<file path="src/rtl/icache.sv">
// Direct-mapped, one-word-per-frame instruction cache with a two-state fill FSM.
// Misses latch the request address and fetch a single word from the memory controller.
module icache #(
    parameter int unsigned SETS = 16
) (
    input  logic        CLK,
    input  logic        nRST,
    input  logic        imemREN,
    input  logic [31:0] imemaddr,
    output logic        ihit,
    output logic [31:0] imemload,
    output logic        iREN,
    output logic [31:0] iaddr,
    input  logic        iwait,
    input  logic [31:0] iload,
    input  logic        inv,
    output logic [15:0] hitcnt,
    output logic [15:0] misscnt
);
    localparam int unsigned IDX_W = $clog2(SETS);
    localparam int unsigned TAG_W = 30 - IDX_W;

    typedef enum logic {
        IDLE,
        FETCH
    } state_t;

    state_t state, next_state;

    logic [SETS-1:0]  valid;
    logic [TAG_W-1:0] tags [SETS];
    logic [31:0]      data [SETS];

    logic [TAG_W-1:0] req_tag, miss_tag;
    logic [IDX_W-1:0] req_idx, miss_idx;
    logic             hit, miss_start, fill_done;
    logic             unused_offset;

    assign req_tag       = imemaddr[31:2+IDX_W];
    assign req_idx       = imemaddr[1+IDX_W:2];
    assign unused_offset = ^imemaddr[1:0];

    assign hit        = (state == IDLE) && imemREN && !inv && valid[req_idx] && (tags[req_idx] == req_tag);
    assign miss_start = (state == IDLE) && imemREN && !inv && !hit;
    assign fill_done  = (state == FETCH) && !iwait;

    always_ff @(posedge CLK or negedge nRST) begin
        if (!nRST) state <= IDLE;
        else       state <= next_state;
    end

    always_comb begin
        next_state = state;
        case (state)
            IDLE:    if (miss_start) next_state = FETCH;
            FETCH:   if (!iwait)     next_state = IDLE;
            default: next_state = IDLE;
        endcase
    end

    always_comb begin
        iREN     = 1'b0;
        iaddr    = '0;
        ihit     = hit;
        imemload = '0;
        if (state == FETCH) begin
            iREN  = 1'b1;
            iaddr = {miss_tag, miss_idx, 2'b00};
        end
        if (hit) imemload = data[req_idx];
    end

    // A fill landing on the same edge as inv still writes tag/data, but the frame stays invalid.
    always_ff @(posedge CLK or negedge nRST) begin
        if (!nRST) begin
            valid <= '0;
        end else if (inv) begin
            valid <= '0;
        end else if (fill_done) begin
            valid[miss_idx] <= 1'b1;
        end
    end

    always_ff @(posedge CLK) begin
        if (fill_done) begin
            tags[miss_idx] <= miss_tag;
            data[miss_idx] <= iload;
        end
    end

    always_ff @(posedge CLK or negedge nRST) begin
        if (!nRST) begin
            miss_tag <= '0;
            miss_idx <= '0;
            hitcnt   <= '0;
            misscnt  <= '0;
        end else begin
            if (miss_start) begin
                miss_tag <= req_tag;
                miss_idx <= req_idx;
                misscnt  <= misscnt + 16'd1;
            end
            if (hit) hitcnt <= hitcnt + 16'd1;
        end
    end
endmodule

</file>
<file path="config.mk">
export PLATFORM = sky130hd
export DESIGN_NAME = icache
export DESIGN_NICKNAME = d
export VERILOG_FILES = /design/src/rtl/icache.sv
export SDC_FILE = /design/constraint.sdc
export NUM_CORES = 1
export LEC_CHECK = 0
export CORE_ASPECT_RATIO = 1.1
export CORE_MARGIN = 3
export CORE_UTILIZATION = 40
export DETAILED_ROUTE_END_ITERATION = 8
export PLACE_DENSITY_LB_ADDON = 0.15
export SYNTH_ARGS = -nofsm -noshare
export SYNTH_HDL_FRONTEND = slang
export SYNTH_SLANG_ARGS = --single-unit
</file>
<file path="constraint.sdc">
create_clock -name CLK -period 7.3 [get_ports CLK]
set_input_delay 0.73 -clock CLK [delete_from_list [all_inputs] [get_ports CLK]]
set_output_delay 0.73 -clock CLK [all_outputs]
set_load 0.02 [all_outputs]
</file>
==> summary.md <==
| Metric | Value |
|---|---|
| Status | `finished, final reports clean` |
| Largest cells by area after synthesis | `edfxtp_1, mux4_2, dfrtp_1, mux2_2, xnor2_1` |
| Routed Antenna Nets | `0` |
| Crit path time final | `6.02 ns` |
| Drt wl/cell | `28.5 um` |
| Period utilization | `0.824` |
| Worst slew pin tran | `1.17 ns` |
| Area grow syn2layout | `16.5%` |
| Worst Path Arrival | `roughly 5.3 ns` |
| Clock network power share | `0.399` |
| Grt met1 use | `0.252` |
| Cell Area, Synth | `39500 sq um` |
| Top FF cell, synth | `edfxtp_1` |
| Setup TNS | `0 ns` |
| Crit Path Max Fanout | `70` |
| DRC marker count from the first detailed-route iteration | `1345` |
| R2R Path Start | `tags[14][25]` |
| Placed cells | `3236` |
| Seq cells post-synth | `1007` |
| Fin cells | `3435` |
| Final hold violation count | `0` |
| Busiest grt layer | `met2` |
| Switching Share | `0.224` |
| Final instance area | `46000 sq um` |
| Worst slack, placed | `1.23 ns` |
| Final Core Density | `0.471` |
| Port Buffers | `162` |
| Crit path launch | `imemaddr[2]` |
| Top-area cell type share of the netlist area | `0.705` |
| Max Clk Rate | `166 MHz` |
| CTS Buffer Depth | `3` |
| Logic pwr share | `0.067` |
| Detailed placement HPWL | `between 50 and 60 mm` |
| CP Capture Type | `output port` |
| # IOs | `approximately 170` |
| Fraction of layout cells with a size suffix above 1 | `0.250` |
| Setup Buffers After CTS | `0` |
| Yosys top cell by area | `edfxtp_1` |
| Via density | `roughly 5.5` |
| Pin count of the biggest net entering global routing | `91` |
| Final setup skew | `0.0265 ns` |
| Die area | `103000 sq um` |
| Clock sinks | `1007` |
| Synth Instances | `1837` |
| CP Class | `primary input to output port` |
| GRT Total Usage | `0.191` |
| DRC | `0` |
| Number of synthesized flops with an enable pin | `928` |
| M2 GR Usage | `0.326` |
| Hold-fix buffers, CTS | `1` |
| Sequential share of power | `0.535` |
| Cell Pwr Density | `275 nW/um^2` |
| Root Buffer | `clkbuf_16` |
| Max Cap Violations | `0` |
| P_sw | `0.00283 W` |
| WP data required | `6.57 ns` |
| DR pass1 iterations | `5` |
| Overall routed net length | `roughly 100 mm` |
| Vias in the first global route | `20000` |
| Syn_area_per_cell | `21.5 sq um` |
| RSZ-0062 raised after global routing | `no` |
| Sequential area share after synthesis | `0.755` |
| H-tree Lvls | `3` |
| Min-delay worst type | `primary input to async pin` |
| Final setup violation count | `0` |
| Netlist cell types | `55` |
| DP Area | `42700 sq um` |
| Most frequent cell after synthesis | `edfxtp_1` |
| Setup ws final | `1.28 ns` |
| Top post-synthesis cells by count | `edfxtp_1, mux4_2, dfrtp_1, mux2_2, nor2_1` |
| Leakage power | `14.8 nW` |
| Vias after detailed routing | `roughly 19000` |
| Core box area | `97600 sq um` |
| GPL Wtd Cong | `0.770` |
| Met3 usage | `0.0336` |
| Global route total overflow | `0` |
| Yosys warning total | `0` |
| Max VDD drop | `0.196 mV` |
| CTS tree | `yes` |
| Initial antenna violation count | `5` |
| Clk_lat worst skew | `roughly 0.67 ns` |
| Clk slew on worst S/H paths | `0.06 ns` |
| Slew margin rel. | `0.220` |
| CP startpoint kind | `primary input` |
| Slew Limit Fails | `0` |
| Site Rows | `between 100 and 150` |
| Nets | `~2100` |
| Die height | `336 um` |
| Die X-Extent | `306 um` |
| Post-CTS Resized | `0` |
| Ys async rst share | `0.0785` |
| First-pass GRT wire length | `about 140 mm` |
| Initial Util | `0.405` |
| TritonCTS buffer count | `104` |
| Internal | `0.00982 W` |
## routing by layer
metal  vias up  wire length (um)
met4         4              2610
li1       8053                 -
met3       144              4870
met1     10300             40700
met2       473             49600
met5         -                27
## per-stage QoR
step,total power [W],hold WS [ns]
after global placement,0.00772,0.462
after global routing,0.0131,0.473
after detailed placement,0.00775,0.480
after floorplan,0.00731,0.434
after CTS,0.0128,0.448
final,0.0127,0.485
## worst paths after layout
check                          endpoint  slack [ns]  depth (start not counted)
setup / recovery            imemload[0]        1.28                          9
hold / removal             miss_tag[21]        0.49                          2
setup reg to reg           miss_tag[20]        2.39                         11
hold reg to reg             misscnt[15]        0.49                          1
max in group asynchronous  miss_tag[11]        5.58                          3
min in group CLK            misscnt[15]        0.49                          1
## cells in the final DEF (no fill, tap or decap), types with 8 or more instances in the layout
| cell type | Yosys | layout |
|---|---|---|
| a21oi_1 | 8 | 8 |
| and2_1 | 32 | 32 |
| and3_1 | 13 | 13 |
| buf_4 | 17 | 48 |
| clkbuf_1 | 38 | 20 |
| clkbuf_16 | 0 | 108 |
| clkdlybuf4s50_1 | 0 | 157 |
| clkinv_1 | 1 | 30 |
| clkinv_2 | 0 | 25 |
| dfrtp_1 | 79 | 79 |
| edfxtp_1 | 928 | 928 |
| mux2_2 | 57 | 57 |
| mux2i_1 | 41 | 41 |
| mux4_2 | 249 | 249 |
| nand2_1 | 28 | 28 |
| nand2b_1 | 8 | 8 |
| nand3_1 | 8 | 8 |
| nand4_1 | 19 | 19 |
| nor2_1 | 52 | 40 |
| nor2_4 | 0 | 12 |
| nor2b_1 | 42 | 42 |
| nor3_1 | 19 | 15 |
| o22ai_1 | 19 | 19 |
| xnor2_1 | 49 | 49 |
| xor2_1 | 25 | 25 |
## worst max-delay path, stage by stage
cell and delay (ns):
buf_8 0.56, mux4_2 0.60, xnor2_1 0.48, o32ai_1 0.20, a211o_1 0.29, nor4b_4 0.44
nand4_4 0.61, nor2b_1 0.56, clkdlybuf4s50_1 0.69
## cell type report
type / instances / area [sq um]
multi-input combinational: 730 / 9240
sequential: 1007 / 29800
inverter: 6 / 23.8
fill: 8151 / 51600
timing repair buffer: 213 / 2050
tap: 1281 / 1600
clock buffer: 129 / 2790
clock inverter: 67 / 455
antenna: 2 / 5.00
## power by group through the flow
stage                     combinational [W]  clock, W  sequential (W)
after floorplan                    0.000485         0         0.00683
after CTS                          0.000862   0.00518         0.00677
final                              0.000843   0.00504         0.00677
after global routing               0.000902   0.00541         0.00680
after detailed placement           0.000858         0         0.00689
after global placement             0.000849         0         0.00687
## sequential cells by signal, indices dropped and copies added (netlist names)
name	count
miss_tag	26
misscnt	16
hitcnt	16
data	512
miss_idx	4
state	1
tags	416
valid	16
## logic make-up (layout without fill, tap and decap cells)
| logic type | Yosys count | count (layout) | share of synthesized area |
|---|---|---|---|
| other cells | 1 | 4 | 0.0000949 |
| compound gates | 67 | 67 | 0.0120 |
| simple gates | 238 | 238 | 0.0331 |
| xor+xnor | 74 | 74 | 0.0164 |
| fa+ha+maj | 2 | 2 | 0.000633 |
| mux | 347 | 347 | 0.169 |
| flops | 1007 | 1007 | 0.755 |
| buf+inv | 101 | 415 | 0.0138 |
Power figures use the tool's default switching activity.
